`src/rtl/seq_exec_unit.sv`:
```
// seq_exec_unit: multi-cycle MUL/SLL/SRA/ROR execution unit with register-file writeback.
// One iteration per clock; the result and write address are presented for a single DONE cycle.
module seq_exec_unit #(
    parameter int WIDTH = 8
) (
    input  logic             CLK,
    input  logic             RESET,
    input  logic             START,
    input  logic [1:0]       OPCODE,
    input  logic [WIDTH-1:0] DATA1,
    input  logic [WIDTH-1:0] DATA2,
    input  logic [2:0]       DESTIN,
    output logic [WIDTH-1:0] RESULT,
    output logic             WRITE,
    output logic [2:0]       WRADDR,
    output logic             BUSY,
    output logic             DONE
);
    localparam int SW = $clog2(WIDTH);
    localparam int CW = SW + 1;

    typedef enum logic [1:0] {S_IDLE, S_RUN, S_DONE} state_t;

    state_t           state_q, state_d;
    logic [WIDTH-1:0] acc_q, acc_d, mcand_q, mcand_d, mplier_q, mplier_d, result_q, result_d;
    logic [WIDTH-1:0] acc_nx;
    logic [1:0]       op_q, op_d;
    logic [2:0]       dest_q, dest_d, wraddr_q, wraddr_d;
    logic [CW-1:0]    cnt_q, cnt_d, len;

    assign len = (OPCODE == 2'b00) ? CW'(WIDTH) : CW'(DATA2[SW-1:0]);

    always_comb begin
        acc_nx = (op_q == 2'b00) ? (mplier_q[0] ? acc_q + mcand_q : acc_q) :
                 (op_q == 2'b01) ? {acc_q[WIDTH-2:0], 1'b0} :
                 (op_q == 2'b10) ? {acc_q[WIDTH-1], acc_q[WIDTH-1:1]} :
                                   {acc_q[0], acc_q[WIDTH-1:1]};
    end

    always_comb begin
        state_d  = state_q;
        acc_d    = acc_q;
        mcand_d  = mcand_q;
        mplier_d = mplier_q;
        op_d     = op_q;
        dest_d   = dest_q;
        cnt_d    = cnt_q;
        result_d = result_q;
        wraddr_d = wraddr_q;
        case (state_q)
            S_IDLE: if (START) begin
                op_d     = OPCODE;
                dest_d   = DESTIN;
                mcand_d  = DATA1;
                mplier_d = DATA2;
                acc_d    = (OPCODE == 2'b00) ? '0 : DATA1;
                cnt_d    = len;
                state_d  = (len == '0) ? S_DONE : S_RUN;
                // a zero-length shift completes on the accept edge with the operand untouched
                if (len == '0) begin
                    result_d = DATA1;
                    wraddr_d = DESTIN;
                end
            end
            S_RUN: begin
                acc_d    = acc_nx;
                mcand_d  = mcand_q << 1;
                mplier_d = mplier_q >> 1;
                cnt_d    = cnt_q - CW'(1);
                if (cnt_q == CW'(1)) begin
                    state_d  = S_DONE;
                    result_d = acc_nx;
                    wraddr_d = dest_q;
                end
            end
            default: state_d = S_IDLE;
        endcase
    end

    always_ff @(posedge CLK or negedge RESET) begin
        if (!RESET) begin
            state_q  <= S_IDLE;
            acc_q    <= '0;
            mcand_q  <= '0;
            mplier_q <= '0;
            op_q     <= '0;
            dest_q   <= '0;
            cnt_q    <= '0;
            result_q <= '0;
            wraddr_q <= '0;
        end else begin
            state_q  <= state_d;
            acc_q    <= acc_d;
            mcand_q  <= mcand_d;
            mplier_q <= mplier_d;
            op_q     <= op_d;
            dest_q   <= dest_d;
            cnt_q    <= cnt_d;
            result_q <= result_d;
            wraddr_q <= wraddr_d;
        end
    end

    assign RESULT = result_q;
    assign WRADDR = wraddr_q;
    assign BUSY   = (state_q != S_IDLE);
    assign DONE   = (state_q == S_DONE);
    assign WRITE  = (state_q == S_DONE);
endmodule

```
`config.mk`:
```
export PLATFORM = sky130hd
export DESIGN_NAME = seq_exec_unit
export DESIGN_NICKNAME = d
export VERILOG_FILES = /design/src/rtl/seq_exec_unit.sv
export SDC_FILE = /design/constraint.sdc
export NUM_CORES = 1
export LEC_CHECK = 0
export ABC_AREA = 1
export BUFFER_PORTS_ARGS = -buffer_cell sky130_fd_sc_hd__buf_2
export CAP_MARGIN = 20
export CORE_ASPECT_RATIO = 0.75
export CORE_MARGIN = 3
export CORE_UTILIZATION = 50
export CTS_CLUSTER_DIAMETER = 100
export CTS_CLUSTER_SIZE = 10
export DETAILED_ROUTE_END_ITERATION = 12
export GPL_ROUTABILITY_DRIVEN = 0
export PLACE_DENSITY = 0.72
export SYNTH_ARGS = -nofsm -noshare
export SYNTH_HDL_FRONTEND = slang
export SYNTH_SLANG_ARGS = --single-unit
export TNS_END_PERCENT = 5
```
`constraint.sdc`:
```
create_clock -name CLK -period 2.6 [get_ports CLK]
set_input_delay 0.65 -clock CLK [delete_from_list [all_inputs] [get_ports CLK]]
set_output_delay 0.65 -clock CLK [all_outputs]
set_load 0.02 [all_outputs]
```
# Word-level counts from Yosys, hierarchy flattened

Cells that the tools add are included.

Bits in registers: 46
Logic and storage cells: 55

$add $sub $neg: 2
Equal/unequal tests: 8
Multiplexer cells: 26
Reduce and logical (&&, ||, !) cells: 10

Operator list:

| operator                                                           | count |
|---|---|
| 8-bit 2-to-1 mux                                                   | 11 |
| 8-bit one-hot mux with 2 select lines                              | 4 |
| 3-bit 2-to-1 mux                                                   | 3 |
| 8-bit adder                                                        | 1 |
| 4-bit 2-to-1 mux                                                   | 2 |
| 4-bit one-hot mux with 2 select lines                              | 1 |
| 2-bit logical NOT                                                  | 3 |
| 2-bit 2-to-1 mux                                                   | 3 |
| 2-bit != test, second input constant                               | 3 |
| 3-bit one-hot mux with 2 select lines                              | 1 |
| 2-bit AND reduction                                                | 3 |
| 2-bit by 1-bit == test with 1-bit output, second input constant    | 2 |
| 2-bit == test, second input constant                               | 2 |
| 4-bit by 1-bit == test with 1-bit output, second input constant    | 1 |
| 4-bit logical NOT                                                  | 1 |
| 2-bit one-hot mux with 2 select lines                              | 1 |
| 4-bit AND reduction                                                | 1 |
| 2-bit nonzero test                                                 | 2 |
| 4-bit by 1-bit subtractor with 4-bit output, second input constant | 1 |

# Logic depth before layout (Yosys ltp)

Gate-level depths: netlist of run 1.

Word-level depth: 6
Depth in mapped cells: 12
Mapped depth without buffers: 12

# Worst setup path before layout of run 1

No wires, ideal clock.

Path kind: register to register
From: register acc_q[0]
To: register result_q[2], in the netlist RESULT[2]
Arrival time: 1.613 ns
Path slack: 0.848 ns
Cell stages (with the launch flop): 9
Buffers on the path: 0
Cell sequence: dfrtp_1 ha_1 inv_1 fa_1 xnor2_1 o21ai_0 inv_1 o21ai_0 a31oi_2

Longest elaborated chain between the ends: 5

Ends and longest elaborated chain:

| element                               | RTL line | source |
|---|---|---|
| from (decl)                           | 25       | `logic [WIDTH-1:0] acc_q, acc_d, mcand_q, mcand_d, mplier_q, mplier_d, result_q, result_d;` |
| from (signal assigned)                | 83       | `acc_q <= '0;` |
| from (signal assigned)                | 93       | `acc_q <= acc_d;` |
| 8-bit adder                           | 34       | `acc_nx = (op_q == 2'b00) ? (mplier_q[0] ? acc_q + mcand_q : acc_q) :` |
| 8-bit 2-to-1 mux (2 in series)        | 34       |  |
| 8-bit 2-to-1 mux                      | 70       | `if (cnt_q == CW'(1)) begin` |
| 8-bit one-hot mux with 2 select lines | 50       | `case (state_q)` |
| to (signal assigned)                  | 99       | `result_q <= result_d;` |
| to (decl)                             | 25       |  |

Every way passes these cells. The select of a mux whose other input is x is not followed.
A chain may end at the register's enable or synchronous reset.

# Final worst setup path of run 1

Same ends and word-level chain as after synthesis.

==> results of run 1 <==
cells in the final DEF (no fill, tap or decap), types with 2 or more instances in the layout:
cell type  instances
a21oi_1           25
a21oi_2            4
a22oi_1            2
a31oi_1            8
buf_2             37
buf_4              3
clkbuf_8           7
clkinv_1           2
dfrtp_1           46
ha_1               9
inv_1             55
inv_2              3
inv_4              2
nand2_1           86
nand2_2            2
nand3_1           12
nand4_1            2
nor2_1            37
o211ai_1           2
o21ai_0           39
o22ai_1           10
xnor2_1            3
cells by family (layout without fill, tap and decap cells):
family	Yosys count	after routing	synth area share, %
AOI/OAI and AO/OA	93	93	19.1
xor gates and xnor gates	4	4	1.27
adders and majority gates	10	10	4.81
buffers and inverters	76	110	11.4
DFF	46	46	41.7
and+or+nand+nor	142	142	21.6
report_power, final:
| group | leakage (nW) | internal (mW) | switching, mW | total (mW) |
|---|---|---|---|---|
| combinational | 0.992 | 0.942 | 1.76 | 2.70 |
| clock | 0.0544 | 0.244 | 0.248 | 0.492 |
| sequential | 0.550 | 1.09 | 0.265 | 1.35 |
| total | 1.60 | 2.27 | 2.27 | 4.55 |
synthesized netlist by cell type, types with 2 or more instances:
library cell  number  area share (%)
nand2_1           86              12
inv_1             55             7.5
dfrtp_1           46              42
o21ai_0           39             7.1
nor2_1            37             5.0
a21oi_1           25             4.5
nand3_1           12             2.2
o22ai_1           10             2.3
ha_1               9             4.1
a31oi_1            8             1.8
buf_2              5            0.91
clkbuf_1           5            0.68
a21oi_2            4             1.3
buf_4              3            0.82
inv_2              3            0.41
xnor2_1            3            0.95
a22oi_1            2            0.54
clkinv_1           2            0.27
inv_4              2            0.45
nand2_2            2            0.45
nand4_1            2            0.45
o211ai_1           2            0.54
sequential cells by signal, summed over array words and instances, names as in the netlist:
signal / flops
RESULT: 8
acc_q: 8
mcand_q: 8
mplier_q: 8
cnt_q: 4
WRADDR: 3
dest_q: 3
op_q: 2
state_q: 2
metrics by stage:
step / area, sq um / hold slack (ps)
floorplan: 2760 / 354
CTS: 3080 / 444
finish: 3080 / 417
global route: 3080 / 463
global placement: 2980 / 455
detailed placement: 2980 / 459
worst max-delay path, delay by kind of cell, from the launching register on:
family                     cells  cell delay, ps
AOI/OAI and AO/OA              3             530
xor gates and xnor gates       1             140
adders and majority gates      2             620
buffers and inverters          2             110
DFF                            1             420
path summary, 6_finish.rpt:
| kind | from | end |
|---|---|---|
| setup / recovery | acc_q[0] | RESULT[2] |
| hold / removal | RESET | mcand_q[0] |
| setup reg to reg | acc_q[0] | RESULT[2] |
| hold reg to reg | dest_q[0] | dest_q[0] |
| max in group asynchronous | RESET | op_q[0] |
| min in group CLK | dest_q[0] | dest_q[0] |
layout make-up:
type                            instances  area, sq um
Clock buffer                            7         96.3
Clock inverter                          1         8.76
Fill cell                             465         2010
Inverter                               62          238
Multi-Input combinational cell        249         1290
Sequential cell                        46         1150
Tap cell                               72         90.1
Timing Repair Buffer                   40          208
routing by layer:
metal / share of wire (%) / global-route usage [%] / wire length [um] / vias up
met5: 0 / 0 / 0 / -
met2: 41 / 28.8 / 2650 / 82
met4: 1.2 / 5.27 / 75 / 0
li1: - / - / - / 1253
met3: 6.0 / 3.77 / 386 / 9
met1: 52 / 32.2 / 3330 / 1157
==> results.md, run 1 <==
* Worst setup path category: flop to flop
* Dpl cells at about 470
* Vias per std cell at 5.24
* Average wire per standard cell at approximately 14 um
* Max Slew Vio Count at 0
* Post-route ant nets at 0
* Final clock skew at ~12 ps
* Setup crit end kind: flop
* WP data arrival at 2100 ps
* CP required at between 2000 and 3000 ps
* Setup repair after global routing missed its margin: false
* Synth async-reset ratio at between 90% and 100%
* Syn Area/Cell at approximately 7.4 sq um
* Slowest CP cell: dfrtp_1
* Drt pass-1 iters at 5
* Lkg Pwr at approximately 1.6 nW
* Clock Sinks at 46
* Slew at the pin closest to its max-slew limit at 571 ps
* Grt ovf at 0
* Post_cts resized at 0
* FP Rows at 22
* Maximum vdd ir drop at about 0.00077 V
* TritonCTS clock tree: yes
* CP startpoint kind: flop
* P per Cell Area at between 1000 and 1500 nW/um^2
* Max incr delay on CP at approximately 420 ps
* DP HPWL at between 4000 and 5000 um
* Nets at roughly 440
* Largest net degree at the start of global routing at 47
* Worst-path fanout max at 5
* DRC marker count from the first detailed-route iteration at approximately 200
* Synth Cell Area at roughly 2800 sq um
* PortBufs at 37
* Most used DFF post-synth: dfrtp_1
* CTS buffer count at 5
* Final core utilization at slightly above 60%
* Post CTS Setup Buffer Count at 0
* Seq/Total Area, Yosys at 41.7%
* Ys Warns at 0
* Final worst slack at 661 ps
* Die height at 70.3 um
* Clock Path Buffers at 2
* Status: complete, no violations
* Overall die width at 91.8 um
* Synth-to-layout area growth at 11.8%
* Synth cell types at 31
* Final worst path period share at 74.6%
* H-tree levels at 2
* # diodes at 0
* EDFF count, synth at 0
* Worst-path cell chain: ha_1 -> inv_1 -> fa_1 -> xnor2_1 -> o21ai_0 -> inv_1 -> o21ai_0 -> a31oi_2
* Net Count, Synth at roughly 410
* Core box area at a little over 5000 sq um
* Worst-Skew Late Latency at approximately 300 ps
* Final setup violation count at 0
* R2R setup slack at ~660 ps
* Residual DRC count at 0
* Max Cap Viol at 0
* Root Driver: clkbuf_8
* Share of post-route cells with drive strength above 1 at 15.6%
* Initial Utilization at 54.2%
* F_max at between 500 and 600 MHz
* Fin cells at between 400 and 500
* Via Count at approximately 2,500
* Worst hold path type: input port to async pin
* Post-route minimum period at 1940 ps
* Fin. Hold Viols at 0
* Slew margin rel. at between 60% and 70%
* First-pass GRT wire length at roughly 11,000 um
* FF-to-FF path depth at 8
* Hold_buf cts at 0
* Setup WS pre-CTS at around 500 ps
* All-Layer GR Usage at 20.6%
* Initial antenna violation count at 0
* Top Ports at 38
* Number of global-route vias before repair at 2,257
* #FFs+latches synth at between 40 and 50
* Setup TNS at 0 ps
* Die Area at 6450 sq um
* Final WL at approximately 6400 um
* Post-Synthesis Cells at roughly 370
* Clk pin slew, worst setup/hold paths at roughly 90 ps
* Power Total at between 4 and 5 mW
Note: power is estimated with default switching activity, not from simulation.
==> run 2: changes to the inputs <==
==> constraint.sdc (replaced) <==
create_clock -name CLK -period 1.9 [get_ports CLK]
set_input_delay 0.475 -clock CLK [delete_from_list [all_inputs] [get_ports CLK]]
set_output_delay 0.475 -clock CLK [all_outputs]
set_load 0.02 [all_outputs]
==> run 2 against run 1 <==
Net effect:
- first-iteration DRC count is 8.2% higher
- routed wire length is 3.8% higher
- non-clock buffer count is 6 higher
- sequential power is 35% higher
- power is 41% higher
- final cell count is 1.3% higher
- critical path depth is 2 higher
- worst setup slack worse by 540 ps
- largest cell class unchanged
- combinational power is 43% higher
- sequential cell count stayed put
- sequential share of layout area is 0.92 points lower
==> results.md, run 2 (synthesis gave the netlist of run 1 again) <==
* Comb pwr share at between 60% and 70%
* Core box area at slightly above 5000 sq um
* P per Cell Area at ~2000 nW/um^2
* DRC marker count from the first detailed-route iteration at 212
* Post CTS Setup Buffer Count at 0
* Sequential Area at roughly 1200 sq um
* Internal Power at approximately 3.3 mW
* Worst-Skew Late Latency at about 300 ps
* Switch share at between 40% and 50%
* Most frequent cells in the layout: nand2_1 (86), inv_1 (55), dfrtp_1 (46)
* F_max at around 560 MHz
* Power Total at 6.42 mW
* Drt pass-1 iters at 5
* Vias per std cell at 5.12
* Worst setup path category: flop to flop
* H-tree levels at 2
* Clock power frac at a little under an eighth
* Number of global-route vias before repair at 2,282
* DP HPWL at about 5000 um
* Die Area at ~6500 sq um
* Multi-input logic area at approximately 1300 sq um
* Via Count at ~2,500
* Clk pin slew, worst setup/hold paths at 90 ps
* All-Layer GR Usage at 21.4%
* Share of post-route cells with drive strength above 1 at between 10% and 20%
* Residual DRC count at 0
* Worst-path cell chain: ha_1 -> inv_1 -> fa_2 -> nor2_1 -> nor2_1 -> xnor2_1 -> o21ai_0 -> nand2_1 -> nand2_1 -> a21oi_1
* Max incr delay on CP at around 370 ps
* Max Cap Viol at 0
* Setup TNS at 0 ps
* Sw power at ~3.1 mW
* Worst hold path type: input port to async pin
* CTS buffer count at 5
* Overall die width at 91.8 um
* Nets at between 400 and 500
* Fin cells at roughly 480
* Worst-path fanout max at 3
* CP startpoint kind: flop
* Hold_buf cts at 0
* Slew at the pin closest to its max-slew limit at between 500 and 600 ps
* Delay-heaviest family, CP: adder cells
* Clock Path Buffers at 2
* Slew margin rel. at 66.4%
* Root Driver: clkbuf_8
* Dpl cells at 475
* Post_cts resized at 0
* Lkg Pwr at around 1.6 nW
* Status: complete, no violations
* Die height at about 70 um
* Initial antenna violation count at 0
* Final WL at about 6700 um
* WP buf/inv at 1
* Average wire per standard cell at approximately 14 um
* WP data arrival at ~2000 ps
* Setup crit end kind: flop
* First-pass GRT wire length at 11,000 um
* Most common cell after layout, fill and taps aside: nand2_1
* PortBufs at 37
* Sequential Power Share at between 20 and 30%
* R2R setup slack at around 120 ps
* Final setup violation count at 0
* Final core utilization at slightly above 60%
* Max Slew Vio Count at 0
* FF-to-FF path depth at 10
* Worst reg2reg startpoint: acc_q[0]
* Post-route ant nets at 0
* # diodes at 0
* CP required at between 2000 and 2500 ps
* Fin. Hold Viols at 0
* Setup repair after global routing missed its margin: false
* Post-route minimum period at 1780 ps
* # fillers at 476
* Grt ovf at 0
* Slowest CP cell: dfrtp_1
* Final worst path period share at 93.4%
* Clock Sinks at 46
* Largest net degree at the start of global routing at 31
* Final clock skew at 7.49 ps
* WHS at 134 ps
* CP startpoint: acc_q[0]
* FP Rows at 22
* TritonCTS clock tree: yes
* RR Endpoint: acc_q[4]
* Top Ports at 38
* Synth-to-layout area growth at 14.6%
* Maximum vdd ir drop at 0.00103 V
* Initial Utilization at between 50% and 60%
run 2: through the flow:
step / area (sq um) / setup slack (ps)
5_1_grt: 3160 / 18.7
6_report: 3160 / 125
3_5_place_dp: 3050 / 58.1
3_3_place_gp: 3050 / 111
2_1_floorplan: 2760 / 148
4_1_cts: 3160 / 23.6
run 2: worst max path at each step:
stage	cells after the start	to	slack (ps)
after floorplan	8	RESULT[2]	150
after global placement	8	RESULT[2]	110
after detailed placement	8	RESULT[2]	60
after CTS	8	RESULT[2]	20
after global routing	11	acc_q[5]	20
final	10	acc_q[4]	120
run 2: cell type report:
cell class | instances | share of cell area [%]
clock buffer | 6 | 2.30
clock inverter | 2 | 1.19
inverter | 62 | 7.52
multi-input combinational | 249 | 40.9
sequential | 46 | 36.4
tap | 72 | 2.85
timing repair buffer | 46 | 8.79
run 2: power by group through the flow:
| stage | registers, mW | clock network [mW] | logic [mW] |
|---|---|---|---|
| after floorplan | 1.89 | 0 | 2.81 |
| after global placement | 1.81 | 0 | 3.76 |
| after detailed placement | 1.83 | 0 | 3.83 |
| after CTS | 1.82 | 0.752 | 3.85 |
| after global routing | 1.88 | 0.796 | 4.37 |
| final | 1.82 | 0.734 | 3.87 |
run 2: metal layers:
layer	GRT usage [%]	part of all wire, %
met1	33.0	53
met2	30.7	41
met3	3.98	5.7
met4	5.11	0.69
met5	0	0
